<file path="src/rtl/parity_deser_pkg.sv">
// Shared types and defaults for the parity-checked serial deserialiser.
package parity_deser_pkg;

    typedef enum logic [1:0] {
        IDLE   = 2'd0,
        DATA   = 2'd1,
        PARITY = 2'd2,
        STOP   = 2'd3
    } state_e;

    localparam int WIDTH_DEFAULT = 8;

endpackage : parity_deser_pkg

</file>
<file path="src/rtl/parity_deser_xor2.sv">
// Two-input XOR cell used to accumulate the running parity of a frame.
module xor2 (
    input  logic a_i,
    input  logic b_i,
    output logic y_o
);

    assign y_o = a_i ^ b_i;

endmodule : xor2

</file>
<file path="src/rtl/parity_deser.sv">
// Serial deserialiser: start, width_p data bits LSB first, parity, stop; one bit per bit_tick_i.
// Output handshake: a word is offered while valid_o=1 and is consumed on any cycle with valid_o && ready_i.
module parity_deser
    import parity_deser_pkg::*;
#(
    parameter int width_p = WIDTH_DEFAULT,
    parameter int even_p  = 1
) (
    input  logic               clk_i,
    input  logic               reset_ni,
    input  logic               bit_tick_i,
    input  logic               serial_i,
    output logic [width_p-1:0] data_o,
    output logic               valid_o,
    input  logic               ready_i,
    output logic               parity_err_o,
    output logic               frame_err_o,
    output logic               overrun_o,
    output state_e             state_o
);

    localparam int CW = $clog2(width_p + 1);

    state_e             state_q, state_d;
    logic [CW-1:0]      cnt_q, cnt_d;
    logic [width_p-1:0] shift_q, shift_d;
    logic               par_q, par_d;
    logic [width_p-1:0] data_q, data_d;
    logic               valid_q, valid_d;
    logic               perr_q, perr_d;
    logic               ferr_q, ferr_d;
    logic               ovr_q, ovr_d;

    logic par_xor;
    logic last_bit;
    logic frame_done;

    xor2 u_par_xor (
        .a_i (par_q),
        .b_i (serial_i),
        .y_o (par_xor)
    );

    assign last_bit   = (cnt_q == CW'(width_p - 1));
    assign frame_done = bit_tick_i && (state_q == STOP);

    // State register
    always_ff @(posedge clk_i or negedge reset_ni) begin
        if (!reset_ni) begin
            state_q <= IDLE;
        end else begin
            state_q <= state_d;
        end
    end

    // Next-state logic: every transition is gated by bit_tick_i
    always_comb begin
        state_d = state_q;
        if (bit_tick_i) begin
            case (state_q)
                IDLE:    if (!serial_i) state_d = DATA;
                DATA:    if (last_bit) state_d = PARITY;
                PARITY:  state_d = STOP;
                STOP:    state_d = IDLE;
                default: state_d = IDLE;
            endcase
        end
    end

    // Datapath and output logic
    always_comb begin
        cnt_d   = cnt_q;
        shift_d = shift_q;
        par_d   = par_q;
        data_d  = data_q;
        valid_d = valid_q;
        perr_d  = perr_q;
        ferr_d  = ferr_q;
        ovr_d   = 1'b0;

        if (bit_tick_i) begin
            case (state_q)
                IDLE: begin
                    if (!serial_i) begin
                        cnt_d = '0;
                        par_d = 1'b0;
                    end
                end
                DATA: begin
                    for (int i = 0; i < width_p - 1; i++) begin
                        shift_d[i] = shift_q[i+1];
                    end
                    shift_d[width_p-1] = serial_i;
                    par_d = par_xor;
                    cnt_d = last_bit ? '0 : cnt_q + CW'(1);
                end
                PARITY: par_d = par_xor;
                default: ;
            endcase
        end

        // A completing frame may replace a word being accepted this cycle,
        // but never a word that is still being held off by ready_i=0.
        if (frame_done) begin
            if (!valid_q || ready_i) begin
                data_d  = shift_q;
                valid_d = 1'b1;
                perr_d  = (even_p != 0) ? par_q : !par_q;
                ferr_d  = !serial_i;
            end else begin
                ovr_d = 1'b1;
            end
        end else if (valid_q && ready_i) begin
            valid_d = 1'b0;
        end
    end

    always_ff @(posedge clk_i or negedge reset_ni) begin
        if (!reset_ni) begin
            cnt_q   <= '0;
            shift_q <= '0;
            par_q   <= 1'b0;
            data_q  <= '0;
            valid_q <= 1'b0;
            perr_q  <= 1'b0;
            ferr_q  <= 1'b0;
            ovr_q   <= 1'b0;
        end else begin
            cnt_q   <= cnt_d;
            shift_q <= shift_d;
            par_q   <= par_d;
            data_q  <= data_d;
            valid_q <= valid_d;
            perr_q  <= perr_d;
            ferr_q  <= ferr_d;
            ovr_q   <= ovr_d;
        end
    end

    assign data_o       = data_q;
    assign valid_o      = valid_q;
    assign parity_err_o = perr_q;
    assign frame_err_o  = ferr_q;
    assign overrun_o    = ovr_q;
    assign state_o      = state_q;

endmodule : parity_deser

</file>
<file path="config.mk">
export PLATFORM = sky130hd
export DESIGN_NAME = parity_deser
export DESIGN_NICKNAME = d
export VERILOG_FILES = /design/src/rtl/parity_deser_pkg.sv /design/src/rtl/parity_deser_xor2.sv /design/src/rtl/parity_deser.sv
export SDC_FILE = /design/constraint.sdc
export NUM_CORES = 1
export LEC_CHECK = 0
export ABC_AREA = 0
export CAP_MARGIN = 10
export CORE_MARGIN = 2
export CORE_UTILIZATION = 56
export CTS_CLUSTER_SIZE = 40
export DETAILED_ROUTE_END_ITERATION = 16
export HOLD_SLACK_MARGIN = 0.02
export PLACE_DENSITY = 0.81
export SYNTH_ARGS = -nofsm -noshare
export SYNTH_HDL_FRONTEND = slang
export SYNTH_HIERARCHICAL = 1
export SYNTH_SLANG_ARGS = --single-unit
</file>
<file path="constraint.sdc">
create_clock -name clk_i -period 3.3 [get_ports clk_i]
set_input_delay 0.66 -clock clk_i [delete_from_list [all_inputs] [get_ports clk_i]]
set_output_delay 0.66 -clock clk_i [all_outputs]
set_load 0.05 [all_outputs]
</file>
==> impl_metrics.py, run 1 <==
metrics = {
    "outcome": {
        "status": "finished clean",
    },
    "critical_path": {
        "cp-end-kind": "output port",
        "critPathKind": "register to output port",
        "critPathMaxFanout": 6,
        "arrival_ns": 1.64,
        "cpLargestDelayFamily": "buffers and inverters",
        "slowest_stage": "clkdlybuf4s50_1",
        "required_ns": 2.64,
        "path_buf_inv": 1,
        "cp_slowest_stage_delay_ns": 0.84,
        "cp-start-kind": "register",
        "timing.critical_path.cells": "clkdlybuf4s50_1",
    },
    "floorplanning": {
        "rows": 16,
        "start_util_pct": 60.95,
        "fp.dieW_um": 50.91,
        "die_area_sq_um": 2592,
        "die_y_um": 50.91,
        "ioPinCount": 19,
        "core_sq_um": 2022,
    },
    "layout": {
        "final_core_util_pct": 73.08,
        "final_cell_mix": "dfrtp_1, clkdlybuf4s50_1, mux2_4, mux2_2, ha_1",
        "instances_no_fill": 139,
        "final_nets": 124,
        "area_growth_pct": 19.90,
        "layout_commonest_cell": "dfrtp_1",
        "drive_gt1_share_pct": 25.00,
        "num_antenna_cells": 0,
    },
    "placement": {
        "placed_cells": 135,
        "place_congestion": 0.8674,
        "hpwlAfterDp_um": 1487,
        "portBuffers": 18,
        "pre_cts_slack_ns": 1.190,
    },
    "clocking": {
        "holdBufCountCts": 0,
        "insertion_delay_ns": 0.33,
        "root_buffer": "clkbuf_4",
        "ctsResizeCount": 0,
        "post_cts_buffers": 0,
        "path_clk_slew_ns": 0.14,
        "clock-sinks": 27,
        "cts_tree": "yes",
        "numCtsBuffers": 3,
        "clock_path_buffers": 2,
        "htree_levels": 1,
    },
    "timing": {
        "fin_skew_ns": 0.009602,
        "final.setup.worst_slack_ns": 1.003,
        "slew_headroom_pct": 66.30,
        "fin_crit_sh_pct": 69.61,
        "drv_slew": 0,
        "finalCriticalPeriod_ns": 2.297,
        "hold_viol": 0,
        "finalSetupViolCount": 0,
        "rsz0062_at_grt": "no",
        "worstMarginPinSlew_ns": 0.5039,
        "setup_tns_ns": 0,
        "fmax_ghz": 0.4353,
    },
    "global_route": {
        "grt_use_total_pct": 18.07,
        "grt_max_degree": 28,
        "grt_pass1_vias": 768,
        "overflow": 0,
        "antenna_found_initial": 0,
        "grt_first_pass_wirelength_um": 3456,
    },
    "routing": {
        "drc": 0,
        "wirelength_um": 2010,
        "drtIter0Drc": 3,
        "dr.pass1.iters": 4,
        "viasPerCell": 5.417,
        "drtAntennaViolNets": 0,
        "vias": 753,
        "avgRoutedWirePerCell_um": 14.46,
    },
    "logic_synthesis": {
        "synth-main-ff-cell": "dfrtp_1",
        "yosysSeqAreaShare_pct": 54.82,
        "synth_area_leader_cell": "dfrtp_1",
        "ys_types": 28,
        "synth_edf_count": 0,
        "synth_seq_cells": 27,
        "yosys_warnings": 6,
        "syn_area_sq_um": 1232,
        "synth_area_leaders": "dfrtp_1, mux2_4, mux2_2, ha_1, o21ai_0",
        "async_flop_share_pct": 100.0,
        "synthCells": 89,
        "synth_nets": 100,
        "synth_top_area_share_pct": 54.82,
        "avgSynthCellArea_sq_um": 13.85,
    },
    "power_and_ir_drop": {
        "leakagePower_nw": 0.6719,
        "power.total_mw": 1.600,
        "irDropWorstVdd_v": 0.0006548,
        "power.density_nw_per_um2": 1083,
    },
    "min_path": {
        "hold_path_class": "register to register",
    },
    "flow_run": {
        "maxCapViolations": 0,
    },
}
==> power by group <==
part | total [mW] | internal [mW] | leakage (nW) | switching, mW
registers | 0.598 | 0.483 | 0.338 | 0.115
logic | 0.860 | 0.375 | 0.316 | 0.486
clock network | 0.141 | 0.0455 | 0.0177 | 0.0956
total | 1.60 | 0.903 | 0.672 | 0.697
==> stage by stage <==
step,instance area [sq um],hold slack (ns)
after CTS,1478,0.5210
after floorplan,1232,0.3644
final,1478,0.5244
after detailed placement,1450,0.4952
after global placement,1450,0.4893
after global routing,1478,0.5476
==> path summary, 6_finish.rpt <==
path | start | endpoint | slack, ns | cells after the start
worst max-delay path | state_o[0] | state_o[0] | 1.00 | 1
min in group asynchronous | reset_ni | data_o[4] | 0.69 | 2
worst min-delay path | data_o[2] | data_o[2] | 0.52 | 1
max in group asynchronous | reset_ni | par_q | 2.36 | 2
worst min register to register | data_o[2] | data_o[2] | 0.52 | 1
worst max register to register | state_o[0] | state_o[1] | 1.59 | 5
==> registers in the layout, summed over array words and instances, names as in the netlist <==
name	count
state_o	2
overrun_o	1
cnt_q	4
shift_q	8
data_o	8
valid_o	1
parity_err_o	1
frame_err_o	1
par_q	1
==> routing by layer <==
metal | up-vias | track usage, % | wire length (um)
met1 | 373 | 22.52 | 927
li1 | 361 | - | -
met3 | 2 | 2.632 | 63
met5 | - | 0 | 0
met2 | 17 | 30.95 | 987
met4 | 0 | 8.108 | 31
==> kinds of logic after synthesis <==
group | Yosys count | synth area share (%)
DFF | 27 | 54.82
muxes | 19 | 20.00
AOI/OAI and AO/OA | 16 | 9.239
and+or+nand+nor | 16 | 7.311
adders and majority gates | 6 | 6.091
buffers and inverters | 4 | 1.827
xor gates and xnor gates | 1 | 0.7108
==> synthesized netlist by cell type, types with 2 or more instances <==
cell type and n:
nor2_1 2, mux2_2 8, ha_1 6, nand2b_1 2
dfrtp_1 27, mux2_4 9, inv_1 3, o21ai_0 4
nand3_1 2, nand2_1 5, o21ai_1 4
==> cell type report <==
class	instances	area [sq um]
Multi-Input combinational cell	58	534.3
Inverter	3	11.26
Sequential cell	27	675.6
Tap cell	27	33.78
Fill cell	149	544.3
Clock buffer	3	22.52
Timing Repair Buffer	20	195.2
Clock inverter	1	5.005
Power figures use the tool's default switching activity.
==> inputs of run 2 (changes only) <==
Settings changed: CORE_UTILIZATION 56 to 47, PLACE_DENSITY 0.81 to 0.72.
Clock period 3.3 ns to 2.1 ns, I/O delays scaled along.
==> run 2 against run 1 <==
Clock skew grew 0.0043 ns. Combinational power grew 56%. Die area grew 18%. Global-route usage shrank 4.2 points. Hold slack lost 0.088 ns. Register-to-register slack lost 1.2 ns. Sequential power grew 57%. Clock power grew 56%.
==> impl_metrics.py, run 2 (synthesized netlist as in run 1, its figures left out) <==
metrics = {
    "critical_path": {
        "cpLargestDelayFamily": "buffers and inverters",
        "critPathKind": "register to output port",
        "path_buf_inv": 1,
        "required_ns": 1.68,
        "critPathMaxFanout": 5,
        "timing.critical_path.cells": "clkdlybuf4s50_1",
        "cp-end-kind": "output port",
        "rr_endpoint": "state_o[1]",
        "slowest_stage": "clkdlybuf4s50_1",
        "cp_slowest_stage_delay_ns": 0.83,
        "crit_start": "state_o[1]",
        "cp-start-kind": "register",
        "crit_cells": 1,
        "reg2reg_depth": 5,
        "arrival_ns": 1.57,
        "rr_startpoint": "state_o[0]",
        "r2r_slack_ns": 0.41,
    },
    "clocking": {
        "insertion_delay_ns": 0.32,
        "cts_tree": "yes",
        "clock-sinks": 27,
        "path_clk_slew_ns": 0.15,
        "root_buffer": "clkbuf_4",
        "clock_path_buffers": 2,
        "numCtsBuffers": 3,
        "htree_levels": 1,
    },
    "flow_run": {
        "maxCapViolations": 0,
    },
    "routing": {
        "drtAntennaViolNets": 0,
        "vias": 745,
        "avgRoutedWirePerCell_um": 13.20,
        "dr.pass1.iters": 4,
        "viasPerCell": 5.210,
        "wirelength_um": 1888,
        "drtIter0Drc": 10,
        "drc": 0,
    },
    "global_route": {
        "grt_first_pass_wirelength_um": 3312,
        "antenna_found_initial": 0,
        "overflow": 0,
        "grt.met1_usage_pct": 17.38,
        "grt_util_met2_pct": 22.28,
        "grt_busiest_layer": "met2",
        "grt_use_total_pct": 13.84,
        "grt_pass1_vias": 767,
        "grt_max_degree": 28,
        "use_met3_pct": 3.279,
    },
    "timing": {
        "finalSetupViolCount": 0,
        "rsz0062_at_grt": "no",
        "finalCriticalPeriod_ns": 1.991,
        "slew_headroom_pct": 66.67,
        "setup_tns_ns": 0,
        "fin_crit_sh_pct": 94.80,
        "fin_skew_ns": 0.01386,
        "drv_slew": 0,
        "worstMarginPinSlew_ns": 0.4991,
        "fmax_ghz": 0.5023,
        "hold_viol": 0,
    },
    "floorplanning": {
        "die_y_um": 55.21,
        "core_sq_um": 2477,
        "ioPinCount": 19,
        "start_util_pct": 49.75,
        "fp.dieW_um": 55.21,
        "rows": 18,
        "die_area_sq_um": 3048,
    },
    "placement": {
        "place_area_sq_um": 1461,
        "hpwlAfterDp_um": 1491,
        "placed_cells": 139,
        "place_congestion": 0.8477,
        "portBuffers": 18,
    },
    "layout": {
        "final_cell_mix": "dfrtp_1, clkdlybuf4s50_1, mux2_4, mux2_2, ha_1",
        "final_area_sq_um": 1494,
        "final_core_util_pct": 60.30,
        "final_nets": 125,
        "area_growth_pct": 21.22,
        "num_antenna_cells": 0,
        "instances_no_fill": 143,
        "layout_commonest_cell": "dfrtp_1",
        "drive_gt1_share_pct": 25.66,
    },
    "power_and_ir_drop": {
        "irDropWorstVdd_v": 0.001026,
        "leakagePower_nw": 0.6814,
        "power.total_mw": 2.495,
        "power.density_nw_per_um2": 1670,
    },
    "outcome": {
        "status": "finished clean",
    },
    "min_path": {
        "hold_path_class": "input pin to async pin",
    },
}
[run 2: where the power goes]
group          switching [mW]  internal [mW]  leakage [nW]
Clock                   0.147         0.0726        0.0139
Combinational           0.748          0.590         0.329
Sequential              0.177          0.759         0.338
Total                    1.07           1.42         0.681
[run 2: how the worst max path moves through the flow]
stage / end / slack (ns)
CTS: state_o[0] / 0.03
global placement: data_o[0] / 0.27
detailed placement: data_o[5] / 0.26
floorplan: state_o[1] / 0.19
global route: state_o[1] / 0.03
finish: state_o[1] / 0.11
[run 2: per-layer routing]
layer	share of wire (%)	vias to the layer above	wire length, um
met1	44	362	835
met2	50	15	948
li1	-	364	-
met4	1.4	0	26
met3	4.1	4	77
met5	0	-	0
[run 2: area by class of cell]
| type | count | area, sq um |
|---|---|---|
| fill | 212 | 983.4 |
| sequential | 27 | 675.6 |
| multi-input combinational | 58 | 534.3 |
| timing repair buffer | 21 | 205.2 |
| tap | 30 | 37.54 |
| clock buffer | 3 | 22.52 |
| inverter | 3 | 11.26 |
| clock inverter | 1 | 7.507 |
[run 2: what timing repair did]
item / in CTS / in global routing
setup buffers: 0 / 0
hold buffers: 0 / 0
endpoints found under the setup margin: 0 / 1
gates resized for setup: 0 / 1
[run 2: through the flow]
step	setup WS, ns	hold WS, ns
2_1_floorplan	0.1873	0.1244
3_3_place_gp	0.2695	0.4858
3_5_place_dp	0.2632	0.4971
4_1_cts	0.03140	0.4430
5_1_grt	0.03249	0.4831
6_report	0.1092	0.4363
==> inputs of run 3 (changes only) <==
Settings changed: CORE_MARGIN 2 to default, SLEW_MARGIN from default to 20.
==> run 3 against run 2 <==
Hold slack improved by 0.017 ns. Worst setup slack got worse by 0.0013 ns. Power barely moved. Sequential share of layout area up 0.11 points.
==> impl_metrics.py, run 3 (synthesized netlist as in run 1, its figures left out) <==
metrics = {
    "clocking": {
        "numCtsBuffers": 3,
        "ctsResizeCount": 0,
        "root_buffer": "clkbuf_4",
        "post_cts_buffers": 0,
        "path_clk_slew_ns": 0.14,
        "cts_tree": "yes",
        "clock_path_buffers": 2,
        "htree_levels": 1,
        "insertion_delay_ns": 0.31,
        "clock-sinks": 27,
        "holdBufCountCts": 0,
    },
    "timing": {
        "setup_tns_ns": 0,
        "slew_headroom_pct": 66.88,
        "finalCriticalPeriod_ns": 1.992,
        "fin_skew_ns": 0.0009903,
        "rsz0062_at_grt": "no",
        "hold_viol": 0,
        "fmax_ghz": 0.5020,
        "finalSetupViolCount": 0,
        "drv_slew": 0,
        "fin_crit_sh_pct": 94.86,
        "whs_ns": 0.4538,
        "worstMarginPinSlew_ns": 0.4960,
    },
    "routing": {
        "drtAntennaViolNets": 0,
        "wirelength_um": 1947,
        "vias": 743,
        "drc": 0,
        "drtIter0Drc": 4,
        "viasPerCell": 5.196,
        "dr.pass1.iters": 3,
        "avgRoutedWirePerCell_um": 13.62,
    },
    "outcome": {
        "status": "finished clean",
    },
    "global_route": {
        "grt_max_degree": 28,
        "overflow": 0,
        "grt_first_pass_wirelength_um": 3256,
        "grt_use_total_pct": 16.48,
        "grt_pass1_vias": 759,
        "antenna_found_initial": 0,
    },
    "placement": {
        "hpwlAfterDp_um": 1423,
        "place_congestion": 0.7765,
        "portBuffers": 18,
    },
    "critical_path": {
        "rr_endpoint": "state_o[1]",
        "rr_startpoint": "state_o[0]",
        "required_ns": 1.68,
        "r2r_slack_ns": 0.40,
        "path_buf_inv": 1,
        "cpLargestDelayFamily": "buffers and inverters",
        "crit_cells": 1,
        "cp-start-kind": "register",
        "cp-end-kind": "output port",
        "critPathKind": "register to output port",
        "reg2reg_depth": 5,
        "slowest_stage": "clkdlybuf4s50_1",
        "arrival_ns": 1.57,
        "timing.critical_path.cells": "clkdlybuf4s50_1",
        "critPathMaxFanout": 5,
        "cp_slowest_stage_delay_ns": 0.82,
    },
    "floorplanning": {
        "die_y_um": 53.21,
        "rows": 18,
        "ioPinCount": 19,
        "die_area_sq_um": 2831,
        "fp.dieW_um": 53.21,
        "start_util_pct": 49.75,
        "core_sq_um": 2477,
    },
    "power_and_ir_drop": {
        "irDropWorstVdd_v": 0.001093,
        "power.density_nw_per_um2": 1674,
        "power.total_mw": 2.495,
        "leakagePower_nw": 0.6824,
    },
    "layout": {
        "fillers": 215,
        "area_growth_pct": 20.91,
        "final_nets": 125,
        "layout_commonest_cell": "dfrtp_1",
        "num_antenna_cells": 0,
        "drive_gt1_share_pct": 24.78,
        "final_cell_mix": "dfrtp_1, clkdlybuf4s50_1, mux2_4, mux2_2, ha_1",
    },
    "min_path": {
        "hold_path_class": "input pin to async pin",
    },
    "flow_run": {
        "maxCapViolations": 0,
    },
}
-- run 3: how the worst max path moves through the flow --
| stage | startpoint | end | slack [ns] |
|---|---|---|---|
| final | state_o[1] | state_o[1] | 0.11 |
| after global routing | state_o[1] | state_o[1] | 0.06 |
| after CTS | state_o[0] | state_o[0] | 0.04 |
| after global placement | bit_tick_i | data_o[0] | 0.26 |
| after detailed placement | bit_tick_i | data_o[7] | 0.23 |
| after floorplan | state_o[0] | state_o[1] | 0.19 |
-- run 3: through the flow --
step	instance area [sq um]	instances	utilization, %	worst slack, ns
after floorplan	1232	89	-	0.1873
after global placement	1461	139	58.99	0.2585
after detailed placement	1461	139	58.99	0.2304
after CTS	1488	143	60.05	0.04099
after global routing	1490	143	60.15	0.05977
final	1490	143	60.15	0.1080
-- run 3: worst reg2reg max path, cell delays in order (launching register included) --
cell,delay (ns)
dfrtp_1,0.46
inv_1,0.09
ha_1,0.28
a21bo_2,0.28
a21oi_2,0.15
mux2_1,0.33
-- run 3: metal layers --
metal | global-route usage [%] | share of wire [%]
met5 | 0 | 0
met4 | 9.649 | 0.82
met3 | 2.586 | 3.2
met2 | 26.88 | 49
met1 | 20.33 | 47
-- run 3: where the power goes --
group          internal (mW)  total [mW]  switching (mW)  leakage (nW)
clock network         0.0742       0.218           0.144        0.0150
logic                  0.588        1.34           0.749         0.329
registers              0.759       0.939           0.180         0.338
total                   1.42        2.49            1.07         0.682
-- run 3: area by class of cell --
cell class | count | area, sq um | share of cell area [%]
sequential | 27 | 675.6 | 45.34
multi-input combinational | 58 | 534.3 | 35.85
timing repair buffer | 21 | 205.2 | 13.77
tap | 30 | 37.54 | 2.519
clock buffer | 4 | 26.28 | 1.763
inverter | 3 | 11.26 | 0.7557
